## src/rtl/tusca_pkg.sv

```systemverilog
// Shared definitions for the Tusca transmit arbiter.
// Contents: state encodings, requester indices, payload width and length
// limits, the latched payload struct, and small byte/index helper functions.
package tusca_pkg;

  localparam int unsigned N_REQ   = 3;
  localparam int unsigned SEL_W   = 2;
  localparam int unsigned DATA_W  = 32;
  localparam int unsigned BYTE_W  = 8;
  localparam int unsigned LEN_W   = 3;
  localparam int unsigned MAX_LEN = 4;

  // Requester indices
  localparam logic [SEL_W-1:0] MEDIDA = SEL_W'(0);
  localparam logic [SEL_W-1:0] CONFIG = SEL_W'(1);
  localparam logic [SEL_W-1:0] ERRO   = SEL_W'(2);

  typedef enum logic [3:0] {
    INICIAL         = 4'd0,
    ARBITRA         = 4'd1,
    CARREGA         = 4'd2,
    ENVIA_BYTE      = 4'd3,
    ESPERA_BYTE     = 4'd4,
    PROXIMO         = 4'd5,
    ENVIA_CHECKSUM  = 4'd6,
    ESPERA_CHECKSUM = 4'd7,
    FIM             = 4'd8
  } estado_t;

  // Payload captured from the winning requester
  typedef struct packed {
    logic [DATA_W-1:0] dados;
    logic [LEN_W-1:0]  len;
  } payload_t;

  // Lengths outside 1..MAX_LEN are saturated into range
  function automatic logic [LEN_W-1:0] clamp_len(input logic [LEN_W-1:0] n);
    logic [LEN_W-1:0] r;
    r = n;
    if (n == '0) r = LEN_W'(1);
    else if (n > LEN_W'(MAX_LEN)) r = LEN_W'(MAX_LEN);
    return r;
  endfunction

  // Byte 0 is the most significant byte of the word
  function automatic logic [BYTE_W-1:0] byte_at(input logic [DATA_W-1:0] d,
                                                input logic [LEN_W-1:0]  idx);
    logic [BYTE_W-1:0] b;
    case (idx)
      LEN_W'(0): b = d[31:24];
      LEN_W'(1): b = d[23:16];
      LEN_W'(2): b = d[15:8];
      default:   b = d[7:0];
    endcase
    return b;
  endfunction

  function automatic logic [SEL_W-1:0] onehot_to_idx(input logic [N_REQ-1:0] oh);
    logic [SEL_W-1:0] i;
    if (oh[2])      i = ERRO;
    else if (oh[1]) i = CONFIG;
    else            i = MEDIDA;
    return i;
  endfunction

  function automatic logic [N_REQ-1:0] idx_to_onehot(input logic [SEL_W-1:0] i);
    return N_REQ'(1) << i;
  endfunction

endpackage

```

## src/rtl/tusca_rr_arbiter.sv

```systemverilog
// Round-robin winner selection for the three Tusca requesters.
// Ports:
//   req      in  3  pending requests
//   last     in  2  index of the most recently granted requester
//   winner_c out 3  one-hot winner (combinational, zero when req is zero)
// The search starts at the requester after 'last' and wraps around.
module tusca_rr_arbiter
  import tusca_pkg::*;
(
  input  logic [N_REQ-1:0] req,
  input  logic [SEL_W-1:0] last,
  output logic [N_REQ-1:0] winner_c
);

  logic [SEL_W-1:0] pos;

  // First requesting index in the order last+1, last+2, last+3 (mod 3)
  always_comb begin
    winner_c = '0;
    pos      = '0;
    for (int unsigned k = 1; k <= N_REQ; k++) begin
      pos = SEL_W'((32'(last) + k) % N_REQ);
      if ((winner_c == '0) && req[pos]) winner_c[pos] = 1'b1;
    end
  end

endmodule

```

## src/rtl/tusca_tx_arbiter.sv

```systemverilog
// Tusca transmit arbiter: picks one of three frame requesters round-robin,
// latches its payload and feeds it byte by byte to a serial transmitter,
// optionally followed by an XOR checksum byte.
// Build option: define TUSCA_TX_CHECKSUM_EN to append the checksum byte.
// Ports:
//   clock           in   system clock, rising edge
//   reset           in   asynchronous active-low reset
//   req[2:0]        in   level requests (0=medida, 1=config, 2=erro)
//   dados0..2       in   32-bit payloads, byte0 = [31:24]
//   nbytes0..2      in   payload lengths (clamped to 1..4)
//   grant[2:0]      out  one-hot pulse when a payload is sampled
//   done[2:0]       out  one-hot pulse when a frame completes
//   uart_partida    out  byte-start pulse to the transmitter
//   uart_dados[7:0] out  byte to transmit, held until uart_pronto
//   uart_pronto     in   transmitter byte-finished pulse
//   ocupado         out  high outside INICIAL/ARBITRA
//   db_estado[3:0]  out  current state encoding
module tusca_tx_arbiter
  import tusca_pkg::*;
(
  input  logic              clock,
  input  logic              reset,
  input  logic [2:0]        req,
  input  logic [31:0]       dados0,
  input  logic [31:0]       dados1,
  input  logic [31:0]       dados2,
  input  logic [2:0]        nbytes0,
  input  logic [2:0]        nbytes1,
  input  logic [2:0]        nbytes2,
  output logic [2:0]        grant,
  output logic [2:0]        done,
  output logic              uart_partida,
  output logic [7:0]        uart_dados,
  input  logic              uart_pronto,
  output logic              ocupado,
  output logic [3:0]        db_estado
);

  estado_t           state_q, state_d;
  logic [SEL_W-1:0]  sel_q, sel_d;
  payload_t          payload_q, payload_d;
  logic [LEN_W-1:0]  idx_q, idx_d, idx_nxt;
  logic [BYTE_W-1:0] cks_q, cks_d;
  logic [N_REQ-1:0]  grant_d, done_d;
  logic              partida_d;
  logic [BYTE_W-1:0] dados_d;
  logic              ocupado_d;

  logic [N_REQ-1:0]  winner_c;
  logic [SEL_W-1:0]  win_idx_c;
  payload_t          cand_c;

  tusca_rr_arbiter u_rr (
    .req      (req),
    .last     (sel_q),
    .winner_c (winner_c)
  );

  // Payload of the current round-robin winner
  always_comb begin
    win_idx_c = onehot_to_idx(winner_c);
    case (win_idx_c)
      CONFIG:  cand_c = '{dados: dados1, len: clamp_len(nbytes1)};
      ERRO:    cand_c = '{dados: dados2, len: clamp_len(nbytes2)};
      default: cand_c = '{dados: dados0, len: clamp_len(nbytes0)};
    endcase
  end

  // State register
  always_ff @(posedge clock or negedge reset) begin
    if (!reset) state_q <= INICIAL;
    else        state_q <= state_d;
  end

  // Next state and next values of all registered outputs/datapath
  always_comb begin
    state_d   = state_q;
    sel_d     = sel_q;
    payload_d = payload_q;
    idx_d     = idx_q;
    cks_d     = cks_q;
    grant_d   = '0;
    done_d    = '0;
    partida_d = 1'b0;
    dados_d   = uart_dados;
    idx_nxt   = idx_q + LEN_W'(1);

    case (state_q)
      INICIAL: state_d = ARBITRA;

      // Payload is captured on the same edge that raises grant, so the
      // requester may change it as soon as grant is visible.
      ARBITRA: begin
        if (req != '0) begin
          state_d   = CARREGA;
          sel_d     = win_idx_c;
          grant_d   = winner_c;
          payload_d = cand_c;
        end
      end

      CARREGA: begin
        idx_d     = '0;
        cks_d     = '0;
        dados_d   = byte_at(payload_q.dados, LEN_W'(0));
        partida_d = 1'b1;
        state_d   = ENVIA_BYTE;
      end

      ENVIA_BYTE: state_d = ESPERA_BYTE;

      ESPERA_BYTE: begin
        if (uart_pronto) state_d = PROXIMO;
      end

      PROXIMO: begin
        cks_d = cks_q ^ uart_dados;
        idx_d = idx_nxt;
        if (idx_nxt < payload_q.len) begin
          dados_d   = byte_at(payload_q.dados, idx_nxt);
          partida_d = 1'b1;
          state_d   = ENVIA_BYTE;
        end else begin
`ifdef TUSCA_TX_CHECKSUM_EN
          dados_d   = cks_q ^ uart_dados;
          partida_d = 1'b1;
          state_d   = ENVIA_CHECKSUM;
`else
          done_d    = idx_to_onehot(sel_q);
          state_d   = FIM;
`endif
        end
      end

`ifdef TUSCA_TX_CHECKSUM_EN
      ENVIA_CHECKSUM: state_d = ESPERA_CHECKSUM;

      ESPERA_CHECKSUM: begin
        if (uart_pronto) begin
          done_d  = idx_to_onehot(sel_q);
          state_d = FIM;
        end
      end
`endif

      FIM: state_d = ARBITRA;

      default: state_d = INICIAL;
    endcase

    ocupado_d = !((state_d == INICIAL) || (state_d == ARBITRA));
  end

  // Datapath and output registers; sel resets to ERRO so the first search is 0,1,2
  always_ff @(posedge clock or negedge reset) begin
    if (!reset) begin
      sel_q        <= ERRO;
      payload_q    <= '0;
      idx_q        <= '0;
      cks_q        <= '0;
      grant        <= '0;
      done         <= '0;
      uart_partida <= 1'b0;
      uart_dados   <= '0;
      ocupado      <= 1'b0;
    end else begin
      sel_q        <= sel_d;
      payload_q    <= payload_d;
      idx_q        <= idx_d;
      cks_q        <= cks_d;
      grant        <= grant_d;
      done         <= done_d;
      uart_partida <= partida_d;
      uart_dados   <= dados_d;
      ocupado      <= ocupado_d;
    end
  end

  assign db_estado = state_q;

endmodule
```

## config.mk

```make
export PLATFORM = sky130hd
export DESIGN_NAME = tusca_tx_arbiter
export DESIGN_NICKNAME = d
export VERILOG_FILES = /design/src/rtl/tusca_pkg.sv /design/src/rtl/tusca_rr_arbiter.sv /design/src/rtl/tusca_tx_arbiter.sv
export SDC_FILE = /design/constraint.sdc
export NUM_CORES = 1
export LEC_CHECK = 0
export CAP_MARGIN = 5
export CELL_PAD_IN_SITES_DETAIL_PLACEMENT = 0
export CELL_PAD_IN_SITES_GLOBAL_PLACEMENT = 1
export CORE_AREA = 2 2 107 109
export CTS_CLUSTER_DIAMETER = 80
export CTS_CLUSTER_SIZE = 20
export DETAILED_ROUTE_END_ITERATION = 16
export DIE_AREA = 0 0 109 111
export PLACE_DENSITY_LB_ADDON = 0.08
export REMOVE_ABC_BUFFERS = 1
export SLEW_MARGIN = 20
export SYNTH_ARGS = -nofsm -noshare
export SYNTH_HDL_FRONTEND = slang
export SYNTH_SLANG_ARGS = --single-unit
```

## constraint.sdc

```tcl
create_clock -name clock -period 3 [get_ports clock]
set_clock_uncertainty 0.15 [all_clocks]
set_input_delay 0.9 -clock clock [delete_from_list [all_inputs] [get_ports clock]]
set_output_delay 0.9 -clock clock [all_outputs]
set_load 0.02 [all_outputs]
```

==> flow_metrics.tcl <==
set metrics [dict create \
    status "finished, final reports clean" \
    async_reset_ff_frac 1.000 \
    core-area_sq_um 11080 \
    syn_inst 394 \
    tightest_slew_ns 0.9399 \
    fill_cells 1022 \
    synth_edf_count 0 \
    hp-class "flop to flop" \
    r2r_slack_ns 0.11 \
    hold_path_end "payload_q[30]" \
    cts_hold_buf 0 \
    max_freq_mhz 341.2 \
    dr_total_vias 3663 \
    yosysMostFrequentCell "nand2_1" \
    global_route.usage.total 0.2069 \
    stdcell_area_sq_um 5797 \
    crit_start "req[2]" \
    dp_hpwl_mm 8.648 \
    internal_power_mw 3.787 \
    overflow 0 \
    cts_made_buffers 9 \
    r2r_start "sel_q[1]" \
    period_needed_ns 2.931 \
    power_density_nw_per_um2 1127 \
    rows 39 \
    synth_common_cells "nand2_1, dfrtp_1, o21ai_0" \
    rr_worst_depth 11 \
    clk_path_buf_depth 2 \
    placed_cells 675 \
    ys_ff_latch 60 \
    clock-sinks 60 \
    min_path_cells 2 \
    p_leak_nw 2.457 \
    synth-seq-area-share 0.4251 \
    postPlaceCellArea_sq_um 5254 \
    crit_path_max_fanout 11 \
    wirelength_mm 12.27 \
    startpoint_type "input port" \
    power_frac_clock 0.157 \
    cts-root-buf "clkbuf_16" \
    r2r_end "payload_q[33]" \
    diodes 0 \
    crit_required_ns 3.05 \
    multiInputGateArea_sq_um 2023 \
    setup_tns_ns 0 \
    drt_iter0_drc 165 \
    initial_core_util 0.3191 \
    p_comb_frac 0.624 \
    cp-end-kind "flop" \
    p_sw_mw 2.744 \
    clk_pin_slew_worst_paths_ns 0.06 \
    synthTopCellsByArea "dfrtp_1, nand2_1, o21ai_0" \
    switching_share 0.4201 \
    grt_pass1_wl_mm 19.20 \
    cts.htree.levels 3 \
    antenna_found_initial 0 \
    syn_avg_cell_area_sq_um 8.971 \
    yosys_warnings 0 \
    gp_congestion 0.7905 \
    cts_tree "yes" \
    min_period_over_period 0.9769 \
    syn_to_final_growth_pct 64.00 \
    die_w_um 109 \
    hold_viol 0 \
    final-seq-area_sq_um 1503 \
    totalPowerFinal_mw 6.532 \
    min_from "payload_q[30]" \
    dieArea_sq_um 12100 \
    drc_errors 0 \
    yosysTopAreaCell "dfrtp_1" \
    irDropWorstVdd_v 0.0004753 \
    synth_top_area_share 0.4177 \
    instances_no_fill 700 \
    pin_count 131 \
    critPathKind "input port to flop" \
    synth.cell_area_sq_um 3535 \
    setup_violations 0 \
    insertion_delay_ns 0.33 \
    relSlewSlack 0.3686 \
    via_per_inst 5.233 \
    slew_viol_final 0 \
    num-nets-final 674 \
    die_y_um 111 \
    synthFlopType "dfrtp_1" \
    ys_types 48 \
    drive_gt1_frac 0.1777 \
    ant_nets 0 \
    grt_max_degree 61 \
    crit_arrival_ns 2.98 \
    portBuffers 130 \
    wl_per_cell_um 17.53 \
    grt_pass1_vias 3748 \
    pwr-share-seq 0.219 \
    drt_pass1_iterations 5 \
    cap_violations 0 \
]
-- metrics by stage --
step	hold slack [ns]	utilization	worst slack [ns]
floorplan	0.3007	-	-0.05903
global placement	0.3257	0.4743	-0.5958
detailed placement	0.3261	0.4743	-0.6660
CTS	0.3393	0.5126	-0.01554
global route	0.3768	0.5233	-0.04944
finish	0.3373	0.5233	0.06944
-- per-layer routing --
layer  wire length (um)  GRT usage
met4                131    0.04530
met1               5296     0.2802
met3                853    0.04586
met2               5987     0.3362
met5                  0          0
-- critical path, cell delays in order --
cell and delay (ns):
clkdlybuf4s50_1 0.48, inv_1 0.07, o311a_4 0.40, o31a_1 0.27, buf_4 0.15, o21ai_4 0.12, nor3_4 0.08, buf_12 0.16
a221o_1 0.35
-- power groups by stage --
stage	clock [mW]	combinational, mW	sequential [mW]
finish	1.03	4.07	1.43
global route	1.08	4.46	1.47
CTS	1.03	3.89	1.43
detailed placement	0	3.62	1.44
global placement	0	3.58	1.43
floorplan	0	1.93	1.49
-- worst max-delay path by stage --
stage          slack [ns]            end
6_report             0.07  payload_q[33]
5_1_grt             -0.05  payload_q[30]
4_1_cts             -0.02   payload_q[3]
3_5_place_dp        -0.67  payload_q[27]
3_3_place_gp        -0.60  payload_q[11]
2_1_floorplan       -0.06  payload_q[11]
-- registers in the layout, indices dropped and copies added, names as in the netlist --
| name | count |
|---|---|
| ocupado | 1 |
| done | 3 |
| db_estado | 4 |
| uart_dados | 8 |
| uart_partida | 1 |
| payload_q | 35 |
| sel_q | 2 |
| idx_q | 3 |
| grant | 3 |
-- layout make-up --
cell class	count	area share
tap	143	0.03087
sequential	60	0.2592
inverter	12	0.007770
multi-input combinational	293	0.3490
timing repair buffer	176	0.3022
clock buffer	12	0.04252
clock inverter	4	0.008418
-- cell usage in the layout, fill, tap and decap left out, drive strengths merged, types with 12 or more instances in the layout --
master         count
clkdlybuf4s50    128
nand2             73
dfrtp             59
o21ai             56
buf               47
a221o             22
nor2              19
a21oi             15
inv               12
clkbuf            12
-- logic make-up after synthesis --
logic type               Yosys count  synth area share
AO/OA/AOI/OAI                    133            0.2687
AND/OR/NAND/NOR                  135            0.1820
adder cells (fa/ha/maj)           11           0.03894
multiplexers                      12           0.03682
buffers and inverters             43           0.04850
flip-flops                        60            0.4251
-- repair_timing --
action                     CTS  global route
pin swaps                    5             4
gates resized for setup     12            16
setup buffers                4             2
setup endpoints to repair   27            36
gates cloned                 2             1
Power figures use the tool's default switching activity.
